==> src/rtl/picoblaze_cmd_port.sv <==
// PicoBlaze (kcpsm6) I/O port block.
// Decodes output-port writes, buffers key commands in a FIFO that drains one entry per cycle,
// turns each popped key into a control pulse, generates a fixed-length reset pulse, and muxes
// the CPU input port (start code / status byte / external data) and interrupt line.
// Ports:
//   clk, reset (async, active-low)
//   write_strobe, read_strobe, port_id, out_port  - kcpsm6 bus
//   in_port_ext, inicio, irq_ext, interrupt_ack   - external data, start request, irq, ack
//   cpu_in_port, cpu_interrupt                    - back to kcpsm6
//   EstadoPort, instrucciones, resetO             - state register, display toggle, reset pulse
//   sumar, restar, izquierda, derecha             - one-cycle command pulses
module picoblaze_cmd_port #(
   parameter logic [7:0]  PORT_KEY     = 8'h01,
   parameter logic [7:0]  PORT_STATE   = 8'h02,
   parameter logic [7:0]  PORT_STATUS  = 8'h03,
   parameter int unsigned FIFO_DEPTH   = 4,
   parameter int unsigned RESET_CYCLES = 1044,
   parameter logic [7:0]  INIT_CODE    = 8'h02,
   parameter logic [7:0]  KEY_UP       = 8'h57,
   parameter logic [7:0]  KEY_DOWN     = 8'h53,
   parameter logic [7:0]  KEY_LEFT     = 8'h65,
   parameter logic [7:0]  KEY_RIGHT    = 8'h68,
   parameter logic [7:0]  KEY_RST      = 8'h08,
   parameter logic [7:0]  KEY_INSTR    = 8'h73
) (
   input  logic       clk,
   input  logic       reset,
   input  logic       write_strobe,
   input  logic       read_strobe,
   input  logic [7:0] port_id,
   input  logic [7:0] out_port,
   input  logic [7:0] in_port_ext,
   input  logic       inicio,
   input  logic       irq_ext,
   input  logic       interrupt_ack,
   output logic [7:0] cpu_in_port,
   output logic       cpu_interrupt,
   output logic [7:0] EstadoPort,
   output logic       instrucciones,
   output logic       resetO,
   output logic       sumar,
   output logic       restar,
   output logic       izquierda,
   output logic       derecha
);

   localparam int unsigned PtrW = $clog2(FIFO_DEPTH);
   localparam int unsigned CntW = PtrW + 1;
   localparam int unsigned RcW  = $clog2(RESET_CYCLES + 1);

   typedef enum logic [0:0] {StIdle, StBusy} rst_state_e;

   logic [7:0]      mem_q [FIFO_DEPTH];
   logic [7:0]      mem_d [FIFO_DEPTH];
   logic [PtrW-1:0] wr_ptr_q, wr_ptr_d, rd_ptr_q, rd_ptr_d;
   logic [CntW-1:0] count_q, count_d;
   logic            ovf_q, ovf_d;
   logic            pop_valid_q, pop_valid_d;
   logic [7:0]      pop_byte_q, pop_byte_d;
   logic            sumar_q, sumar_d, restar_q, restar_d;
   logic            izq_q, izq_d, der_q, der_d;
   logic            instr_q, instr_d;
   logic [7:0]      estado_q, estado_d;
   logic            inicio_q, inicio_d;
   logic            pend_q, pend_d;
   rst_state_e      state_q, state_d;
   logic [RcW-1:0]  rcnt_q, rcnt_d;

   logic       key_wr, pop, push, full, empty, rst_req;
   logic [2:0] cnt_sat;
   logic [7:0] status;

   assign key_wr  = write_strobe && (port_id == PORT_KEY);
   assign full    = (count_q == CntW'(FIFO_DEPTH));
   assign empty   = (count_q == '0);
   assign pop     = !empty;
   // A simultaneous pop frees a slot, so a write at full is still accepted.
   assign push    = key_wr && (!full || pop);
   assign rst_req = pop_valid_q && (pop_byte_q == KEY_RST);

   // FIFO, decode and register next-state
   always_comb begin
      mem_d       = mem_q;
      wr_ptr_d    = wr_ptr_q;
      rd_ptr_d    = rd_ptr_q;
      count_d     = count_q;
      pop_byte_d  = pop_byte_q;
      pop_valid_d = pop;
      if (push) begin
         mem_d[wr_ptr_q] = out_port;
         wr_ptr_d        = wr_ptr_q + 1'b1;
      end
      if (pop) begin
         pop_byte_d = mem_q[rd_ptr_q];
         rd_ptr_d   = rd_ptr_q + 1'b1;
      end
      unique case ({push, pop})
         2'b10:   count_d = count_q + 1'b1;
         2'b01:   count_d = count_q - 1'b1;
         default: count_d = count_q;
      endcase

      // Overflow set beats a same-cycle status-read clear.
      if (key_wr && !push)                                 ovf_d = 1'b1;
      else if (read_strobe && (port_id == PORT_STATUS))    ovf_d = 1'b0;
      else                                                 ovf_d = ovf_q;

      sumar_d  = pop_valid_q && (pop_byte_q == KEY_UP);
      restar_d = pop_valid_q && (pop_byte_q == KEY_DOWN);
      izq_d    = pop_valid_q && (pop_byte_q == KEY_LEFT);
      der_d    = pop_valid_q && (pop_byte_q == KEY_RIGHT);
      instr_d  = instr_q ^ (pop_valid_q && (pop_byte_q == KEY_INSTR));

      estado_d = (write_strobe && (port_id == PORT_STATE)) ? out_port : estado_q;

      inicio_d = inicio;
      if (inicio && !inicio_q)  pend_d = 1'b1;
      else if (interrupt_ack)   pend_d = 1'b0;
      else                      pend_d = pend_q;
   end

   // Reset-pulse FSM: state register
   always_ff @(posedge clk or negedge reset) begin
      if (!reset) begin
         state_q <= StIdle;
         rcnt_q  <= '0;
      end else begin
         state_q <= state_d;
         rcnt_q  <= rcnt_d;
      end
   end

   // Reset-pulse FSM: next state; KEY_RST while busy is ignored
   always_comb begin
      state_d = state_q;
      rcnt_d  = '0;
      unique case (state_q)
         StIdle: if (rst_req) state_d = StBusy;
         StBusy: begin
            if (rcnt_q == RcW'(RESET_CYCLES - 1)) state_d = StIdle;
            else                                  rcnt_d  = rcnt_q + 1'b1;
         end
         default: state_d = StIdle;
      endcase
   end

   // Reset-pulse FSM: outputs
   always_comb begin
      resetO = (state_q == StBusy);
   end

   always_ff @(posedge clk or negedge reset) begin
      if (!reset) begin
         for (int i = 0; i < FIFO_DEPTH; i++) mem_q[i] <= '0;
         wr_ptr_q    <= '0;
         rd_ptr_q    <= '0;
         count_q     <= '0;
         ovf_q       <= 1'b0;
         pop_valid_q <= 1'b0;
         pop_byte_q  <= '0;
         sumar_q     <= 1'b0;
         restar_q    <= 1'b0;
         izq_q       <= 1'b0;
         der_q       <= 1'b0;
         instr_q     <= 1'b0;
         estado_q    <= '0;
         inicio_q    <= 1'b0;
         pend_q      <= 1'b0;
      end else begin
         mem_q       <= mem_d;
         wr_ptr_q    <= wr_ptr_d;
         rd_ptr_q    <= rd_ptr_d;
         count_q     <= count_d;
         ovf_q       <= ovf_d;
         pop_valid_q <= pop_valid_d;
         pop_byte_q  <= pop_byte_d;
         sumar_q     <= sumar_d;
         restar_q    <= restar_d;
         izq_q       <= izq_d;
         der_q       <= der_d;
         instr_q     <= instr_d;
         estado_q    <= estado_d;
         inicio_q    <= inicio_d;
         pend_q      <= pend_d;
      end
   end

   always_comb begin
      cnt_sat = (int'(count_q) > 7) ? 3'd7 : 3'(count_q);
      status  = {ovf_q, full, empty, resetO, instr_q, cnt_sat};
      if (pend_q)                        cpu_in_port = INIT_CODE;
      else if (port_id == PORT_STATUS)   cpu_in_port = status;
      else                               cpu_in_port = in_port_ext;
   end

   assign cpu_interrupt = pend_q | irq_ext;
   assign EstadoPort    = estado_q;
   assign instrucciones = instr_q;
   assign sumar         = sumar_q;
   assign restar        = restar_q;
   assign izquierda     = izq_q;
   assign derecha       = der_q;

endmodule

==> config.mk <==
export PLATFORM = sky130hd
export DESIGN_NAME = picoblaze_cmd_port
export DESIGN_NICKNAME = d
export VERILOG_FILES = /design/src/rtl/picoblaze_cmd_port.sv
export SDC_FILE = /design/constraint.sdc
export NUM_CORES = 1
export LEC_CHECK = 0
export CAP_MARGIN = 5
export CORE_UTILIZATION = 50
export DETAILED_ROUTE_END_ITERATION = 12
export GPL_ROUTABILITY_DRIVEN = 0
export PLACE_DENSITY = 0.75
export SLEW_MARGIN = 20
export SYNTH_ARGS = -nofsm -noshare
export SYNTH_HDL_FRONTEND = slang
export SYNTH_SLANG_ARGS = --single-unit
export TNS_END_PERCENT = 20
==> constraint.sdc <==
create_clock -name clk -period 2.7 [get_ports clk]
set_input_delay 0.54 -clock clk [delete_from_list [all_inputs] [get_ports clk]]
set_output_delay 0.54 -clock clk [all_outputs]
set_load 0.01 [all_outputs]
# Word-level counts from Yosys, hierarchy flattened

Index checks and enable logic that the tools add are counted.

Input port bits: 31
Register bits: 76
Word-level logic and storage cells: 86
Output and inout port bits: 23

$lt $le $gt $ge: 3
Reductions and logical operators: 22
$add $sub $neg: 5
Multiplexer cells: 18
Bitwise logic cells: 5
Equality and inequality tests: 13

Operators with widths:

| operator              | number |
|---|---|
| $eq 8x7->1 const B    | 5 |
| $mux 8                | 5 |
| $bwmux 32             | 1 |
| $mux 11               | 2 |
| $bmux 8 s2            | 1 |
| $demux 8 s2           | 1 |
| $eq 8x2->1 const B    | 2 |
| $logic_and 1x1->1     | 13 |
| $add 11x1->11 const B | 1 |
| $eq 11x11->1 const B  | 1 |
| $eq 8x1->1 const B    | 1 |
| $eq 8x4->1 const B    | 1 |
| $ge 3x3->1 const B    | 2 |
| $mux 1                | 6 |
| $not 2->3             | 2 |
| $pmux 3 s2            | 1 |
| $reduce_bool 2->1     | 3 |
| $add 2x1->2 const B   | 2 |
| $logic_not 1->1       | 4 |
| $add 3x1->3 const B   | 1 |
| $eq 3x3->1 const B    | 1 |
| $logic_not 3->1       | 1 |
| $lt 3x1->1 const B    | 1 |
| $sub 3x1->3 const B   | 1 |
| other kinds (7)       | 7 |

# Logic depth before layout (Yosys ltp)

Word-level depth: 7
Depth in mapped cells: 9

# Worst setup path before layout

Ideal clock, no wire load.

Kind: input-to-output
Start: input port_id[5]
End: output cpu_in_port[5]
Stages: 4
Setup slack: 0.402 ns
Data arrival time: 1.758 ns
Path through: or4_1 -> clkbuf_2 -> or3_1 -> a21oi_1

Longest elaborated chain between the ends: 3

RTL lines:

| what            | line | RTL |
|---|---|---|
| start, declared | 30   | `input logic [7:0] port_id,` |
| $eq 8x2->1      | 192  | `else if (port_id == PORT_STATUS) cpu_in_port = status;` |
| $mux 8          | 192  |  |
| $mux 8          | 191  | `if (pend_q) cpu_in_port = INIT_CODE;` |
| end, declared   | 36   | `output logic [7:0] cpu_in_port,` |

No other way between the ends.

# Worst setup path after layout

Start: input port_id[1]
End: output cpu_in_port[5]

The elaborated chain is that of the path after synthesis.

==> out/metrics.csv <==
stage;metric;value;unit
status;status;complete, but fails checks;
status;violated checks;setup timing;
finish;fin util;0.655;
clock_tree;Hold-fix buffers, CTS;0;
timing;RSZ-0062 raised after global routing;yes;
setup_path;crit-path max FO;4;
placed_design;dpl hpwl;4550;um
synth;EDFF count, synth;0;
placed_design;PortBufs;53;
timing;Fin Clk Skew;10.3;ps
finish;diodes inserted;0;
synth;largest family of logic cells by synthesized area;multiplexers;
floorplanning;row count;30;
route;per-cell routed wire length;15.0;um
clock_tree;CTS Root Cell;clkbuf_8;
global_routing;first-pass GRT wire length;10800;um
global_routing;vias in the first global route;2267;
synth;Distinct cells, synth;44;
timing;Hold Fails Final Rpt;0;
finish;layout cells sized above 1;0.338;
synth;synth top area cells;dfrtp_1, mux2_2, mux4_2;
synth;Synth Area in Adders;0.0268;
finish;final instance area;4470;um2
floorplanning;Die Y;86.3;um
route;vias per cell;5.36;
clock_tree;cts bufs inserted;9;
synth;Ys Warns;0;
synth;Synth Area in Compound Gates;0.0571;
timing;setup TNS;-6.04;ps
timing;final setup margin;-6.04;ps
clock_tree;Clock Sinks;76;
synth;Post-Synth XOR/XNOR Area;0.0247;
pwr;Worst IR Drop VDD;366;uV
timing;Final Max Tran Viols;0;
pwr;leak pwr;2.07;nW
route;final wirelength;6520;um
clock_tree;Setup Fix Bufs, Post-CTS;0;
timing;minimum clock period;2710;ps
min_path;hold crit path type;primary input to asynchronous set/reset pin;
route;post-route ant nets;0;
finish;area growth from synthesis to layout;25.9;%
timing;achievable clock frequency;370;MHz
timing;measured slew at the worst slew-check pin;937;ps
synth;mux cell area share after synthesis;0.206;
floorplanning;core box area;6830;um2
placed_design;Post-DP Area;4290;um2
synth;Syn Area/Cell;13.5;um2
pwr;power per cell area;607;nW/um2
timing;slew margin rel.;0.376;
synth;ys flop type;dfrtp_1;
setup_path;Worst EP required;2160;ps
synth;Yosys top cell area share;0.535;
synth;fraction of registers with async set/reset;1.00;
synth;synthesis-stage register bit count;76;
floorplanning;I/O Pins;54;
synth;largest area contributor in the netlist;dfrtp_1;
floorplanning;Chip Width;86.3;um
setup_path;crit path capture type;primary output;
route;Residual DRC;0;
global_routing;GRT Overall Usage;0.193;
timing;setup violators final;1;
finish;Final Non-Filler Cells;436;
finish;Total Nets Final;373;
floorplanning;full die area;7450;um2
synth;Post-Syn Nets;301;
clock_tree;clk slew on worst S/H paths;80;ps
synth;post-synthesis sequential area ratio;0.535;
placed_design;dpl cells;420;
synth;Synth Area in Simple Gates;0.126;
setup_path;CP startpoint kind;primary input;
clock_tree;clock latency on the worst-skew pair;350;ps
setup_path;Worst Path Class, Setup;primary input to primary output;
route;Initial DRC Count;71;
clock_tree;CTS tree;built;
setup_path;Worst EP arrival;2170;ps
clock_tree;CTS max path bufs;2;
synth;Synth Cell Area;3550;um2
floorplanning;Initial Util;0.520;
clock_tree;H-Tree Depth;3;
route;1st-pass router iterations;4;
global_routing;gr ovfl total;0;
synth;Gate Count Post-Synth;263;
job;max cap viols;0;
global_routing;initial antenna violation count;0;
global_routing;largest net degree at the start of global routing;77;
route;via count;2339;
timing;period utilisation layout;1.00;
[timing repair]
action	CTS	global route
resized for setup	27	19
gates cloned	0	0
setup endpoints to repair	8	8
[cell usage after synthesis, types with 2 or more instances]
cell type,count
nand4bb_1,2
mux2_2,48
xnor2_1,4
mux4_2,8
inv_1,12
nor4_1,2
dfrtp_1,76
nor2_1,8
o21ai_0,13
nand4_1,3
nand2_1,4
o31ai_1,2
or4_1,3
clkbuf_2,2
xor2_1,6
clkbuf_1,3
nor4b_1,2
nand4_2,3
nor3b_1,2
buf_1,2
ha_1,6
a21oi_1,13
nand3_1,13
or3_1,6
[worst max-delay path, cell delays in order]
cell	delay, ps
clkdlybuf4s50_1	470
or4bb_4	550
or3_4	340
a21oi_2	120
buf_2	140
[cell type report]
class / instances / area, um2
Fill cell: 534 / 2360
Multi-Input combinational cell: 166 / 1590
Inverter: 12 / 45.0
Tap cell: 96 / 120
Clock buffer: 9 / 124
Sequential cell: 76 / 1900
Clock inverter: 7 / 73.8
Timing Repair Buffer: 70 / 614
[state kept, by name (all words and copies together), names as in the netlist]
| signal | count |
|---|---|
| sumar | 1 |
| mem_q | 32 |
| rcnt_q | 11 |
| ovf_q | 1 |
| pend_q | 1 |
| pop_valid_q | 1 |
| restar | 1 |
| rd_ptr_q | 2 |
| wr_ptr_q | 2 |
| pop_byte_q | 8 |
| EstadoPort | 8 |
| instrucciones | 1 |
| cnt_sat | 3 |
| derecha | 1 |
| resetO | 1 |
| inicio_q | 1 |
| izquierda | 1 |
[layer usage]
layer / vias to the layer above / wire [um] / track usage
li1: 1121 / - / -
met1: 1158 / 2920 / 0.246
met2: 52 / 3190 / 0.314
met3: 8 / 322 / 0.0629
met4: 0 / 87 / 0.0636
met5: - / 0 / 0
[final timing paths]
path / startpoint / endpoint / slack, ps / depth (start not counted)
max reg2reg: rcnt_q[0] / resetO / 670 / 4
min in group clk: inicio_q / pend_q / 440 / 1
min: reset / rcnt_q[6] / 300 / 1
min reg2reg: inicio_q / pend_q / 440 / 1
max: port_id[1] / cpu_in_port[5] / -6 / 5
max in group asynchronous: reset / mem_q[27] / 1770 / 1
[cells by family after synthesis]
family / Yosys count
compound gates: 33
flops: 76
mux: 57
fa+ha+maj: 7
simple gates: 59
xor+xnor: 10
buf+inv: 21
[stage by stage]
step	hold slack [ps]	setup slack, ps	total power [mW]
after floorplan	244	402	1.68
after global routing	386	-47.4	2.86
after CTS	348	-143	2.76
after detailed placement	431	-530	1.89
after global placement	415	-490	1.87
final	298	-6.04	2.72
[layout by cell type, fill, tap and decap left out, types with 3 or more instances in the layout]
| master | synthesis | layout |
|---|---|---|
| a21oi_1 | 13 | 12 |
| buf_2 | 1 | 5 |
| buf_4 | 1 | 18 |
| clkbuf_2 | 2 | 3 |
| clkbuf_8 | 0 | 9 |
| clkdlybuf4s50_1 | 0 | 43 |
| dfrtp_1 | 76 | 76 |
| ha_1 | 6 | 6 |
| inv_1 | 12 | 12 |
| mux2_2 | 48 | 48 |
| mux4_2 | 8 | 8 |
| nand2_1 | 4 | 4 |
| nand3_1 | 13 | 13 |
| nand4_1 | 3 | 3 |
| nand4_2 | 3 | 3 |
| nor2_1 | 8 | 8 |
| o21ai_0 | 13 | 6 |
| o21ai_1 | 0 | 5 |
| or3_1 | 6 | 5 |
| xnor2_1 | 4 | 4 |
| xor2_1 | 6 | 6 |
[power by group]
group / internal (mW) / switching [mW]
Sequential: 1.22 / 0.135
Clock: 0.431 / 0.432
Combinational: 0.277 / 0.218
Power figures use the tool's default switching activity.
